==> config.mk <==
export PLATFORM = sky130hd
export DESIGN_NAME = csls_serial_subtractor_flat
export DESIGN_NICKNAME = d
export VERILOG_FILES = /design/src/rtl/csls_serial_subtractor_if.sv /design/src/rtl/csls_serial_subtractor.sv /design/src/flat_wrapper.sv
export SDC_FILE = /design/constraint.sdc
export NUM_CORES = 1
export LEC_CHECK = 0
export ABC_CLOCK_PERIOD_IN_PS = 9500
export CORE_ASPECT_RATIO = 0.9
export CORE_UTILIZATION = 45
export CTS_CLUSTER_SIZE = 14
export DETAILED_ROUTE_END_ITERATION = 16
export PLACE_DENSITY = 0.71
export SLEW_MARGIN = 5
export SYNTH_ARGS = -nofsm -noshare
export SYNTH_HDL_FRONTEND = slang
export SYNTH_SLANG_ARGS = --single-unit
==> constraint.sdc <==
create_clock -name clk -period 9.5 [get_ports clk]
set_input_delay 1.9 -clock clk [delete_from_list [all_inputs] [get_ports clk]]
set_output_delay 1.9 -clock clk [all_outputs]
set_load 0.1 [all_outputs]
==> src/rtl/csls_serial_subtractor_if.sv <==
// Operand/result handshake bundle for csls_serial_subtractor.
// The OVF wire exists only when CSLS_SIGNED_OVF_EN is defined.
interface csls_serial_subtractor_if #(
    parameter int WIDTH = 16
);
    logic             in_valid;
    logic             in_ready;
    logic [WIDTH-1:0] A;
    logic [WIDTH-1:0] B;
    logic             out_valid;
    logic             out_ready;
    logic [WIDTH-1:0] D;
    logic             Bout;
`ifdef CSLS_SIGNED_OVF_EN
    logic             OVF;

    modport master (
        output in_valid, A, B, out_ready,
        input  in_ready, out_valid, D, Bout, OVF
    );

    modport slave (
        input  in_valid, A, B, out_ready,
        output in_ready, out_valid, D, Bout, OVF
    );
`else
    modport master (
        output in_valid, A, B, out_ready,
        input  in_ready, out_valid, D, Bout
    );

    modport slave (
        input  in_valid, A, B, out_ready,
        output in_ready, out_valid, D, Bout
    );
`endif
endinterface

==> src/rtl/csls_serial_subtractor.sv <==
// Multi-cycle carry-select subtractor: D = A - B, one BLOCK-bit slice per clock from the LSB.
// Optional signed-overflow output is enabled by defining CSLS_SIGNED_OVF_EN.
module csls_serial_subtractor #(
    parameter int WIDTH = 16,
    parameter int BLOCK = 4
) (
    input  logic                     clk,
    input  logic                     rst,
    csls_serial_subtractor_if.slave  bus
);
    localparam int NSLICE = WIDTH / BLOCK;
    localparam int CW     = (NSLICE > 1) ? $clog2(NSLICE) : 1;
    localparam logic [CW-1:0] LAST_SLICE = CW'(NSLICE - 1);

    generate
        if ((WIDTH < BLOCK) || ((WIDTH % BLOCK) != 0)) begin : g_bad_params
            $error("WIDTH must be a non-zero multiple of BLOCK");
        end
    endgenerate

    typedef enum logic [1:0] {
        ST_IDLE = 2'd0,
        ST_RUN  = 2'd1,
        ST_DONE = 2'd2
    } state_t;

    state_t           r_state;
    state_t           w_state_nxt;
    logic [WIDTH-1:0] r_a;
    logic [WIDTH-1:0] r_nb;
    logic [WIDTH-1:0] r_d;
    logic [CW-1:0]    r_cnt;
    logic             r_carry;
    logic             r_in_ready;
    logic             r_out_valid;
    logic             r_bout;

    logic             w_accept;
    logic             w_release;
    logic             w_last;
    logic [BLOCK-1:0] w_a_slice;
    logic [BLOCK-1:0] w_nb_slice;
    logic [BLOCK:0]   w_sum0;
    logic [BLOCK:0]   w_sum1;
    logic [BLOCK:0]   w_sel;

    // Two's-complement overflow of a - b expressed on sign bits only.
    function automatic logic signed_ovf(input logic a_msb, input logic b_msb, input logic d_msb);
        return (a_msb != b_msb) && (d_msb != a_msb);
    endfunction

    assign w_accept  = bus.in_valid & r_in_ready & (r_state == ST_IDLE);
    assign w_release = r_out_valid & bus.out_ready & (r_state == ST_DONE);
    assign w_last    = (r_state == ST_RUN) && (r_cnt == LAST_SLICE);

    assign w_a_slice  = r_a[r_cnt*BLOCK +: BLOCK];
    assign w_nb_slice = r_nb[r_cnt*BLOCK +: BLOCK];

    // Both carry-in outcomes are formed in parallel; the registered carry only drives the mux.
    assign w_sum0 = {1'b0, w_a_slice} + {1'b0, w_nb_slice};
    assign w_sum1 = {1'b0, w_a_slice} + {1'b0, w_nb_slice} + {{BLOCK{1'b0}}, 1'b1};

    // Carry-select mux
    always_comb begin
        w_sel = w_sum0;
        if (r_carry) begin
            w_sel = w_sum1;
        end else begin
            w_sel = w_sum0;
        end
    end

    // State register
    always_ff @(posedge clk or posedge rst) begin
        if (rst) begin
            r_state <= ST_IDLE;
        end else begin
            r_state <= w_state_nxt;
        end
    end

    // Next-state logic
    always_comb begin
        w_state_nxt = r_state;
        case (r_state)
            ST_IDLE: begin
                if (w_accept) begin
                    w_state_nxt = ST_RUN;
                end else begin
                    w_state_nxt = ST_IDLE;
                end
            end
            ST_RUN: begin
                if (w_last) begin
                    w_state_nxt = ST_DONE;
                end else begin
                    w_state_nxt = ST_RUN;
                end
            end
            ST_DONE: begin
                if (w_release) begin
                    w_state_nxt = ST_IDLE;
                end else begin
                    w_state_nxt = ST_DONE;
                end
            end
            default: w_state_nxt = ST_IDLE;
        endcase
    end

    // Operand capture, slice datapath and registered handshake outputs
    always_ff @(posedge clk or posedge rst) begin
        if (rst) begin
            r_a         <= '0;
            r_nb        <= '0;
            r_d         <= '0;
            r_cnt       <= '0;
            r_carry     <= 1'b1;
            r_in_ready  <= 1'b1;
            r_out_valid <= 1'b0;
            r_bout      <= 1'b0;
        end else begin
            case (r_state)
                ST_IDLE: begin
                    if (w_accept) begin
                        r_a        <= bus.A;
                        r_nb       <= ~bus.B;
                        r_d        <= '0;
                        r_carry    <= 1'b1;
                        r_cnt      <= '0;
                        r_in_ready <= 1'b0;
                    end
                end
                ST_RUN: begin
                    r_d[r_cnt*BLOCK +: BLOCK] <= w_sel[BLOCK-1:0];
                    r_carry                   <= w_sel[BLOCK];
                    if (w_last) begin
                        r_bout      <= ~w_sel[BLOCK];
                        r_out_valid <= 1'b1;
                        r_cnt       <= '0;
                    end else begin
                        r_cnt <= r_cnt + CW'(1);
                    end
                end
                ST_DONE: begin
                    if (w_release) begin
                        r_out_valid <= 1'b0;
                        r_in_ready  <= 1'b1;
                    end
                end
                default: begin
                    r_out_valid <= 1'b0;
                    r_in_ready  <= 1'b1;
                end
            endcase
        end
    end

`ifdef CSLS_SIGNED_OVF_EN
    logic r_ovf;

    // Overflow flag is captured on the last slice, when the result sign bit is produced.
    always_ff @(posedge clk or posedge rst) begin
        if (rst) begin
            r_ovf <= 1'b0;
        end else if (w_last) begin
            r_ovf <= signed_ovf(r_a[WIDTH-1], ~r_nb[WIDTH-1], w_sel[BLOCK-1]);
        end
    end

    assign bus.OVF = r_ovf;
`endif

    assign bus.in_ready  = r_in_ready;
    assign bus.out_valid = r_out_valid;
    assign bus.D         = r_d;
    assign bus.Bout      = r_bout;

endmodule
==> src/flat_wrapper.sv <==
// flat-port wrapper written by rule: the top's interface ports become plain ports
module csls_serial_subtractor_flat 
#(
    parameter int WIDTH = 16,
    parameter int BLOCK = 4
)
  (clk, rst, bus_in_valid, bus_A, bus_B, bus_out_ready, bus_in_ready, bus_out_valid, bus_D, bus_Bout);
  csls_serial_subtractor_if #(.WIDTH(WIDTH)) bus_i ();
  input  logic clk;
  input  logic rst;
  input wire logic [$bits(bus_i.in_valid)-1:0] bus_in_valid;
  input wire logic [$bits(bus_i.A)-1:0] bus_A;
  input wire logic [$bits(bus_i.B)-1:0] bus_B;
  input wire logic [$bits(bus_i.out_ready)-1:0] bus_out_ready;
  output wire logic [$bits(bus_i.in_ready)-1:0] bus_in_ready;
  output wire logic [$bits(bus_i.out_valid)-1:0] bus_out_valid;
  output wire logic [$bits(bus_i.D)-1:0] bus_D;
  output wire logic [$bits(bus_i.Bout)-1:0] bus_Bout;
  assign bus_i.in_valid = bus_in_valid;
  assign bus_i.A = bus_A;
  assign bus_i.B = bus_B;
  assign bus_i.out_ready = bus_out_ready;
  assign bus_in_ready = bus_i.in_ready;
  assign bus_out_valid = bus_i.out_valid;
  assign bus_D = bus_i.D;
  assign bus_Bout = bus_i.Bout;
  csls_serial_subtractor #(.WIDTH(WIDTH), .BLOCK(BLOCK)) u_core (.clk(clk), .rst(rst), .bus(bus_i));
endmodule
==> flow_metrics.env <==
export IMPL_status="completed"
export IMPL_synth_edf_count=0
export IMPL_rows=26
export IMPL_dp_cells=377
export IMPL_slowest_delay_ns=1.13
export IMPL_holdWs_ns=0.477
export IMPL_io_buffers=54
export IMPL_ff2ff_setup_slack_ns=6.22
export IMPL_grtUsageTotal_pct=18.2
export IMPL_drt_iter0_markers=83
export IMPL_start_util_pct=47.2
export IMPL_vias_per_cell=5.23
export IMPL_cts_tree="built"
export IMPL_p_seq_share_pct=31.5
export IMPL_leakagePower_nw=1.54
export IMPL_hp_class="register to register"
export IMPL_clkPwrFrac_pct=11.0
export IMPL_grt_ovfl_total=0
export IMPL_path_cells="clkdlybuf4s50_1"
export IMPL_dp_hpwl_um=3810
export IMPL_slew_headroom_pct=20.9
export IMPL_core_area_um2=5730
export IMPL_wirelength_um=5290
export IMPL_layout_min_cycle_time_ns=3.88
export IMPL_rsz0062_at_grt="no"
export IMPL_setup_tns_ns=0
export IMPL_ys_ff_latch=56
export IMPL_vdd_drop_max_v=0.000155
export IMPL_fp_dieArea_um2=6310
export IMPL_cts_hold_buf=0
export IMPL_ant_nets=0
export IMPL_htree_levels=2
export IMPL_syn_area_um2=2700
export IMPL_clockBufferDepth=2
export IMPL_comb_power_share_pct=57.5
export IMPL_syn2layout_area_growth_pct=25.2
export IMPL_final_hold_violation_count=0
export IMPL_swShare_pct=48.0
export IMPL_fin_ws_ns=5.62
export IMPL_end_kind="primary output"
export IMPL_crit_buf_inv=1
export IMPL_synthCells=265
export IMPL_avgSynthCellArea_um2=10.2
export IMPL_ys_types=43
export IMPL_ys_flop_type="dfrtp_1"
export IMPL_wire_per_inst_um=13.8
export IMPL_powerDensity_nw_per_um2=390
export IMPL_cts_setup_buffers=0
export IMPL_dr_pass1_iters=4
export IMPL_critPathSlowestCell="clkdlybuf4s50_1"
export IMPL_yosysSeqAreaShare_pct=52.0
export IMPL_cap_violations=0
export IMPL_finalSetupViolCount=0
export IMPL_cts_clk_slew_worst_paths_ns=0.09
export IMPL_syn_num_nets=312
export IMPL_clock_latency_ns=0.30
export IMPL_via_count=2004
export IMPL_clock_fmax_ghz=0.258
export IMPL_antenna_cells=0
export IMPL_p_int_w=0.000686
export IMPL_drc=0
export IMPL_tightest_slew_ns=1.18
export IMPL_crit_family="buffers and inverters"
export IMPL_cts_root_buf="clkbuf_8"
export IMPL_period_share_pct=40.8
export IMPL_crit_fanout=4
export IMPL_grt_max_degree=57
export IMPL_boundaryPins=55
export IMPL_fin_skew_ns=0.00395
export IMPL_finalNonFillerCells=383
export IMPL_worstPathArrival_ns=1.98
export IMPL_die_height_um=75.5
export IMPL_maxSlewViolCount=0
export IMPL_cts_resized=0
export IMPL_final_nets=361
export IMPL_die_w_um=83.7
export IMPL_pre_cts_slack_ns=5.56
export IMPL_gp_congestion=0.844
export IMPL_worst_setup_path_type="register to primary output"
export IMPL_cts_buffers_inserted=5
export IMPL_yosys_warnings=0
export IMPL_grt_pass1_vias=1904
export IMPL_worstSetupStartpointType="register"
export IMPL_grt_pass1_wl_um=8990
export IMPL_clock_sinks=56
export IMPL_cp_required_ns=7.60
export IMPL_async_flop_share_pct=100
export IMPL_antenna_found_initial=0
export IMPL_p_switching_w=0.000634
export IMPL_total_power_w=0.00132
export IMPL_drive_gt1_share_pct=8.31
[area by class of cell]
class | instances | area (um^2)
tap | 70 | 87.6
multi-input combinational | 182 | 1190
timing repair buffer | 55 | 548
clock inverter | 1 | 30.0
sequential | 56 | 1400
inverter | 14 | 52.6
clock buffer | 5 | 68.8
fill | 497 | 2340
[worst paths after layout]
| kind | start | end | depth (start not counted) |
|---|---|---|---|
| worst max-delay path | u_core.bus.in_ready | bus_in_ready | 1 |
| worst min-delay path | u_core.r_a[13] | u_core.r_a[13] | 2 |
| worst max register to register | u_core.r_cnt[0] | u_core.bus.Bout | 7 |
| worst min register to register | u_core.r_a[13] | u_core.r_a[13] | 2 |
| max in group asynchronous | rst | u_core.r_state[0] | 3 |
| min in group asynchronous | rst | u_core.bus.D[5] | 3 |
[logic make-up after synthesis]
kind of cell / synth area share (%)
flip-flops: 52.0
multiplexers: 7.04
adder cells (fa/ha/maj): 5.38
AND/OR/NAND/NOR: 16.2
AO/OA/AOI/OAI: 14.1
XOR/XNOR: 1.30
buffers and inverters: 3.94
[metal layers]
layer	vias to the layer above	part of all wire, %	GRT usage [%]
met5	-	0	0
met4	0	0.83	3.95
met3	4	2.5	2.71
met2	34	45	29.4
met1	958	52	26.5
li1	1008	-	-
[synthesized netlist by cell type (3+ instances only)]
library cell	count	share of area, %
nor2b_1	4	0.93
inv_1	14	1.9
nand2_1	76	11
nor2_1	4	0.56
ha_1	10	4.6
nand3_1	5	0.93
clkbuf_1	10	1.4
dfrtp_1	54	50
o2bb2ai_1	6	1.9
mux4_2	8	6.7
a21oi_1	9	1.7
xnor2_1	3	0.97
o22ai_1	7	1.6
o21ai_0	20	3.7
[flip-flops by register name, summed over array words and instances (netlist names)]
| register | count |
|---|---|
| u_core.bus.D | 16 |
| u_core.bus.in_ready | 1 |
| u_core.bus.out_valid | 1 |
| u_core.r_cnt | 2 |
| u_core.bus.Bout | 1 |
| u_core.r_state | 2 |
| u_core.r_a | 16 |
| u_core.r_carry | 1 |
| u_core.r_nb | 16 |
[placed cells by master, fill, tap and decap left out, types with 3 or more instances in the layout]
master and instances:
o22ai_1 7, clkdlybuf4s50_1 54, o2bb2ai_1 6, inv_1 13, dfrtp_1 54, ha_1 10, clkbuf_8 5, mux4_2 8
nand3_1 5, nor2b_1 4, nand2_1 76, nor2_1 4, o21ai_0 20, xnor2_1 3, a21oi_1 9
[power by group through the flow]
| stage | sequential, W | clock [W] | combinational, W |
|---|---|---|---|
| after global placement | 0.000419 | 0 | 0.000747 |
| final | 0.000416 | 0.000146 | 0.000758 |
| after detailed placement | 0.000422 | 0 | 0.000758 |
| after CTS | 0.000418 | 0.000150 | 0.000762 |
| after floorplan | 0.000562 | 0 | 0.000434 |
| after global routing | 0.000433 | 0.000162 | 0.000831 |
[through the flow]
stage	area [um^2]	utilization (%)
3_3_place_gp	3280	57.3
2_1_floorplan	2700	-
5_1_grt	3380	59.0
4_1_cts	3380	59.0
3_5_place_dp	3280	57.3
6_report	3380	59.0
Note: power is estimated with default switching activity, not from simulation.
